[config.mk]
export PLATFORM = sky130hd
export DESIGN_NAME = mux_tree_pipe
export DESIGN_NICKNAME = d
export VERILOG_FILES = /design/src/rtl/mux_tree_pkg.sv /design/src/rtl/mux_tree_stage.sv /design/src/rtl/mux_tree_pipe.sv
export SDC_FILE = /design/constraint.sdc
export NUM_CORES = 1
export LEC_CHECK = 0
export CORE_MARGIN = 2
export CORE_UTILIZATION = 54
export CTS_CLUSTER_DIAMETER = 120
export DETAILED_ROUTE_END_ITERATION = 7
export GPL_ROUTABILITY_DRIVEN = 0
export PLACE_DENSITY = 0.82
export SETUP_SLACK_MARGIN = 0.1
export SYNTH_ARGS = -nofsm -noshare
export SYNTH_HDL_FRONTEND = slang
export SYNTH_SLANG_ARGS = --single-unit
[constraint.sdc]
create_clock -name clk -period 2.4 [get_ports clk]
set_clock_uncertainty 0.15 [all_clocks]
set_input_delay 0.48 -clock clk [delete_from_list [all_inputs] [get_ports clk]]
set_output_delay 0.48 -clock clk [all_outputs]
set_load 0.02 [all_outputs]
[src/rtl/mux_tree_pkg.sv]
// Shared constants and elaboration helpers for the pipelined mux tree.
// Pure package: no logic, no latency.
package mux_tree_pkg;

  localparam int DATA_W_DEF = 8;

  function automatic int log2_ceil(input int n);
    int r;
    r = 0;
    while ((1 << r) < n) r++;
    return r;
  endfunction

  function automatic bit is_pow2(input int n);
    return (n >= 2) && ((n & (n - 1)) == 0);
  endfunction

  // Lanes leaving level k.
  function automatic int lanes_at(input int num_in, input int k);
    return num_in >> (k + 1);
  endfunction

  // Lane offset of level k's input inside the flattened tree bus (level 0 at 0).
  function automatic int lane_off(input int num_in, input int k);
    return 2 * num_in - 2 * (num_in >> k);
  endfunction

endpackage

[src/rtl/mux_tree_stage.sv]
// One tree level: 2:1 selects each lane pair into a valid/ready register slice, 1 cycle.
// Loads when empty or when downstream accepts; holds everything otherwise.
module mux_tree_stage
  import mux_tree_pkg::*;
#(
  parameter int LANES_IN = 2,
  parameter int DATA_W   = DATA_W_DEF,
  parameter int SELR_W   = 0,
  parameter int SEL_W    = 1,
  parameter int SEL_BIT  = 0
) (
  input  logic                             clk_i,
  input  logic                             rst_i,
  input  logic                             up_vld_i,
  output logic                             up_rdy_o,
  input  logic [LANES_IN*DATA_W-1:0]       up_dat_i,
  input  logic [SEL_W-1:0]                 up_sel_i,
  output logic                             dn_vld_o,
  input  logic                             dn_rdy_i,
  output logic [(LANES_IN/2)*DATA_W-1:0]   dn_dat_o,
  output logic [SEL_W-1:0]                 dn_sel_o
);

  localparam int LANES_OUT = LANES_IN / 2;

  logic                        vld_q;
  logic [LANES_OUT*DATA_W-1:0] dat_d;
  logic [LANES_OUT*DATA_W-1:0] dat_q;
  logic                        unused_sel;

  // Select bit SEL_BIT high picks the odd lane of each pair.
  always_comb begin
    dat_d = '0;
    for (int j = 0; j < LANES_OUT; j++) begin
      dat_d[j*DATA_W +: DATA_W] = up_sel_i[SEL_BIT] ? up_dat_i[(2*j+1)*DATA_W +: DATA_W]
                                                    : up_dat_i[(2*j)*DATA_W +: DATA_W];
    end
  end

  assign up_rdy_o   = !vld_q || dn_rdy_i;
  assign dn_vld_o   = vld_q;
  assign dn_dat_o   = dat_q;
  assign unused_sel = ^up_sel_i;

  always_ff @(posedge clk_i) begin
    if (rst_i) begin
      vld_q <= 1'b0;
      dat_q <= '0;
    end else if (up_rdy_o) begin
      vld_q <= up_vld_i;
      if (up_vld_i) dat_q <= dat_d;
    end
  end

  // Only the select bits still needed downstream (or the whole select when echoed) are stored.
  if (SELR_W > 0) begin : g_selr
    logic [SELR_W-1:0] selr_q;

    always_ff @(posedge clk_i) begin
      if (rst_i) begin
        selr_q <= '0;
      end else if (up_rdy_o && up_vld_i) begin
        selr_q <= up_sel_i[SEL_W-1 -: SELR_W];
      end
    end

    if (SELR_W < SEL_W) begin : g_pad
      assign dn_sel_o = {selr_q, {(SEL_W-SELR_W){1'b0}}};
    end else begin : g_full
      assign dn_sel_o = selr_q;
    end
  end else begin : g_nosel
    assign dn_sel_o = '0;
  end

endmodule

[src/rtl/mux_tree_pipe.sv]
// Pipelined NUM_IN:1 mux tree, LEVELS cycles latency, full valid/ready backpressure with bubble collapse.
// MUX_TREE_PIPE_SEL_ECHO_EN adds out_sel, the select of the item on out_data.
module mux_tree_pipe
  import mux_tree_pkg::*;
#(
  parameter  int DATA_W = DATA_W_DEF,
  parameter  int NUM_IN = 16,
  localparam int SEL_W  = log2_ceil(NUM_IN),
  localparam int LEVELS = log2_ceil(NUM_IN)
) (
  input  logic                     clk,
  input  logic                     rst,
  input  logic [NUM_IN*DATA_W-1:0] in_data,
  input  logic [SEL_W-1:0]         in_sel,
  input  logic                     in_valid,
  output logic                     in_ready,
  output logic [DATA_W-1:0]        out_data,
  output logic                     out_valid,
  input  logic                     out_ready
`ifdef MUX_TREE_PIPE_SEL_ECHO_EN
  ,
  output logic [SEL_W-1:0]         out_sel
`endif
);

  if (!is_pow2(NUM_IN)) begin : g_bad_num_in
    $error("mux_tree_pipe: NUM_IN must be a power of two >= 2");
  end
  if (DATA_W < 1) begin : g_bad_data_w
    $error("mux_tree_pipe: DATA_W must be >= 1");
  end

  // All levels' lanes live in one flat bus: level k's input starts at lane_off(NUM_IN, k).
  logic [(2*NUM_IN-1)*DATA_W-1:0] tree_dat;
  logic [LEVELS:0]                lvl_vld;
  logic [LEVELS:0]                lvl_rdy;
  logic [SEL_W-1:0]               lvl_sel [0:LEVELS];

  assign tree_dat[NUM_IN*DATA_W-1:0] = in_data;
  assign lvl_vld[0]      = in_valid;
  assign lvl_sel[0]      = in_sel;
  assign lvl_rdy[LEVELS] = out_ready;
  assign in_ready        = lvl_rdy[0] && !rst;

  for (genvar k = 0; k < LEVELS; k++) begin : g_lvl
    localparam int LANES_IN = NUM_IN >> k;
    localparam int OFF_IN   = lane_off(NUM_IN, k) * DATA_W;
    localparam int OFF_OUT  = lane_off(NUM_IN, k + 1) * DATA_W;
`ifdef MUX_TREE_PIPE_SEL_ECHO_EN
    localparam int SELR_W   = SEL_W;
`else
    localparam int SELR_W   = SEL_W - k - 1;
`endif

    mux_tree_stage #(
      .LANES_IN (LANES_IN),
      .DATA_W   (DATA_W),
      .SELR_W   (SELR_W),
      .SEL_W    (SEL_W),
      .SEL_BIT  (k)
    ) u_stage (
      .clk_i    (clk),
      .rst_i    (rst),
      .up_vld_i (lvl_vld[k]),
      .up_rdy_o (lvl_rdy[k]),
      .up_dat_i (tree_dat[OFF_IN +: LANES_IN*DATA_W]),
      .up_sel_i (lvl_sel[k]),
      .dn_vld_o (lvl_vld[k+1]),
      .dn_rdy_i (lvl_rdy[k+1]),
      .dn_dat_o (tree_dat[OFF_OUT +: lanes_at(NUM_IN, k)*DATA_W]),
      .dn_sel_o (lvl_sel[k+1])
    );
  end

  assign out_data  = tree_dat[(2*NUM_IN-2)*DATA_W +: DATA_W];
  assign out_valid = lvl_vld[LEVELS];

`ifdef MUX_TREE_PIPE_SEL_ECHO_EN
  assign out_sel = lvl_sel[LEVELS];
`else
  logic unused_sel_tail;
  assign unused_sel_tail = ^lvl_sel[LEVELS];
`endif

endmodule

==> flow_metrics.env <==
export IMPL_result_of_the_run="complete, no violations"
export IMPL_dp_hpwl_um=9690
export IMPL_drt_pre_antenna_iters=5
export IMPL_critPathCapture="in_ready"
export IMPL_route_detailed_vias_per_inst=5.54
export IMPL_io_buffer_count=145
export IMPL_worst_setup_end_kind="primary output"
export IMPL_post_route_drc_count=0
export IMPL_syn_num_nets=787
export IMPL_starting_density_pct=55.5
export IMPL_hold_worst_slack_ns=0.338
export IMPL_track_usage_pct=23.6
export IMPL_finalSetupViolCount=0
export IMPL_clk_latency_ns=0.41
export IMPL_htreeDepth=4
export IMPL_cts_made_buffers=17
export IMPL_startpoint="out_ready"
export IMPL_antenna_violations_before_repair=0
export IMPL_grt_first_pass_wirelength_um=24200
export IMPL_start_kind="input pin"
export IMPL_tritoncts="yes"
export IMPL_die_w_um=113
export IMPL_gr_total_overflow=0
export IMPL_power_per_cell_area_nw_per_um2=685
export IMPL_drt_initial_drc_count=292
export IMPL_reg2reg_setup_slack_ns=0.34
export IMPL_hp_class="reg -> reg"
export IMPL_yosysWarnings=0
export IMPL_top_family_by_delay_on_critical_path="buffers and inverters"
export IMPL_arrival_ns=1.57
export IMPL_yosysUniqueCellTypes=23
export IMPL_rsz_0062_raised_after_global_routing="no"
export IMPL_fp_coreArea_sq_um=11500
export IMPL_setup_tns_ns=0
export IMPL_clock_fmax_mhz=454
export IMPL_slew_viol_final=0
export IMPL_clk_pin_slew_ns=0.06
export IMPL_worst_slew_pin_transition_ns=0.882
export IMPL_crit_path_max_fanout=2
export IMPL_floorplan_die_height_um=113
export IMPL_ctsRootBufferMaster="clkbuf_16"
export IMPL_n_fill_cell=757
export IMPL_critPathKind="in -> out"
export IMPL_cts_buffer_depth=2
export IMPL_area_used_by_sequential_logic_in_the_layout_sq_um=2600
export IMPL_regToRegStartpoint="g_lvl[0].u_stage.dn_vld_o"
export IMPL_cp_data_required_time_ns=1.77
export IMPL_peakVddDrop_mv=0.586
export IMPL_synth_seq_cells=130
export IMPL_nNetsFinal=907
export IMPL_timing_rr_end="g_lvl[0].u_stage.dn_dat_o[4]"
export IMPL_clk_sink_count=130
export IMPL_floorplan_io_pins=146
export IMPL_hold_violations=0
export IMPL_power_leakage_nw=3.34
export IMPL_cpMaxStageDelayCell="clkdlybuf4s50_1"
export IMPL_placement_rows=39
export IMPL_multi_input_gate_area_sq_um=3500
export IMPL_finalWirelength_um=14700
export IMPL_synth_area_per_cell_sq_um=9.78
export IMPL_timing_critical_path_depth=4
export IMPL_detailroute_via_count=5132
export IMPL_first_global_vias=5078
export IMPL_finalWorstPathRequiredPeriod_ns=2.20
export IMPL_synth_area_sq_um=6370
export IMPL_cp_buffers_inverters=2
export IMPL_synth_seq_area_share_pct=40.9
export IMPL_wl_per_cell_um=15.9
export IMPL_max_cap_viol_count=0
export IMPL_antenna_left=0
export IMPL_min_period_over_period_pct=91.8
export IMPL_num_antenna_cells=0
export IMPL_layout_area_overhead_vs_synth_pct=34.4
export IMPL_synthCells=651
export IMPL_relSlewSlack_pct=41.2
export IMPL_die_area_sq_um=12700
export IMPL_post_route_cells_drive_above_1_share_pct=14.9
export IMPL_worst_path_cell_trace="clkdlybuf4s50_1 > and4b_1 > a21oi_2 > buf_2"
export IMPL_critical_path_max_stage_delay_ns=0.49
export IMPL_holdBufCountCts=0
export IMPL_rr_worst_depth=5
export IMPL_grt_max_degree=198
==> kinds of logic (layout without fill, tap and decap cells) <==
logic type,after synthesis,in the layout,share of synthesized area (%)
AND/OR/NAND/NOR,145,145,11.9
multiplexers,187,187,30.7
flip-flops,130,130,40.9
AO/OA/AOI/OAI,125,125,12.3
buffers and inverters,64,197,4.19
==> stage by stage <==
stage | total power [mW] | util (%) | area, sq um | setup slack [ns] | cells
2_1_floorplan | 2.86 | - | 6370 | 0.389 | 651
3_3_place_gp | 3.18 | 69.2 | 7930 | -0.328 | 895
3_5_place_dp | 3.21 | 69.2 | 7930 | -0.316 | 895
4_1_cts | 5.89 | 74.6 | 8560 | 0.169 | 927
5_1_grt | 6.08 | 74.6 | 8560 | 0.143 | 927
6_report | 5.86 | 74.6 | 8560 | 0.197 | 927
==> area by class of cell <==
cell class,count,area share [%]
clock buffers,23,5.82
multi-input cells,457,40.9
inverters,3,0.132
well taps,143,2.09
flip-flops and latches,130,30.4
repair buffers,162,19.1
clock inverters,9,1.48
==> Yosys cell counts <==
cell type / instances / area share (%)
nand4b_4: 1 / 0.37
o21ai_4: 1 / 0.26
a21bo_2: 1 / 0.16
o21ai_0: 2 / 0.16
buf_1: 2 / 0.12
and4b_1: 1 / 0.16
mux2i_1: 123 / 19
mux2_1: 4 / 0.71
mux2_2: 60 / 11
a211oi_1: 56 / 6.6
nor2b_1: 64 / 6.3
inv_1: 3 / 0.18
nand3b_1: 1 / 0.12
clkbuf_1: 38 / 2.2
nand3_1: 3 / 0.24
and2_1: 1 / 0.098
a21oi_1: 64 / 5.0
nand2b_1: 7 / 0.69
and2_0: 1 / 0.098
nor2_1: 66 / 3.9
dfxtp_1: 130 / 41
buf_2: 21 / 1.7
a21boi_1: 1 / 0.12
==> power breakdown <==
part | switching [mW] | leakage, nW | internal (mW)
clock | 0.919 | 0.309 | 1.77
sequential | 0.0842 | 1.07 | 2.30
combinational | 0.321 | 1.96 | 0.473
==> routing by layer <==
metal	global-route usage (%)	vias to the layer above	part of all wire (%)
met1	29.7	2390	43
met3	4.91	24	4.9
met4	8.05	0	1.7
li1	-	2551	-
met2	40.4	167	51
met5	0	-	0
==> worst register-to-register path, delay by kind of cell (launching register included) <==
family          cells  cell delay [ns]
mux                 1             0.38
compound gates      1             0.26
flops               1             0.34
buf+inv             3             0.81
==> state kept, by name, indices dropped and copies added, names as in the netlist <==
register and cells:
g_lvl.u_stage.g_selr.selr_q 6, g_lvl.u_stage.dn_vld_o 4, g_lvl.u_stage.dn_dat_o 120
==> how the worst min path moves through the flow <==
stage | startpoint | to | slack, ns | cells past startpoint
after CTS | g_lvl[1].u_stage.g_selr.selr_q[1] | g_lvl[2].u_stage.g_selr.selr_q | 0.34 | 2
after detailed placement | g_lvl[1].u_stage.g_selr.selr_q[1] | g_lvl[2].u_stage.g_selr.selr_q | 0.34 | 2
final | g_lvl[1].u_stage.g_selr.selr_q[1] | g_lvl[2].u_stage.g_selr.selr_q | 0.34 | 2
after floorplan | g_lvl[0].u_stage.g_selr.selr_q[1] | g_lvl[0].u_stage.g_selr.selr_q[1] | 0.30 | 2
after global routing | g_lvl[1].u_stage.g_selr.selr_q[1] | g_lvl[2].u_stage.g_selr.selr_q | 0.36 | 2
after global placement | g_lvl[1].u_stage.g_selr.selr_q[1] | g_lvl[2].u_stage.g_selr.selr_q | 0.32 | 2
==> layout by cell type, fill, tap and decap left out, types with 5 or more instances in the layout <==
cell type	synthesis	final
buf_12	0	5
nor2_1	66	65
mux2_2	60	60
mux2i_1	123	123
nand2b_1	7	7
clkbuf_8	0	5
dfxtp_1	130	129
clkbuf_16	0	17
a21oi_1	64	63
a211oi_1	56	56
buf_4	0	13
nor2b_1	64	64
clkdlybuf4s50_1	0	142
==> repair_timing <==
| item | in CTS | in global routing |
|---|---|---|
| resized for setup | 5 | 0 |
| buffers inserted | 0 | 0 |
| endpoints found under the setup margin | 1 | 0 |
No activity file was read; power rests on OpenSTA's default activity.
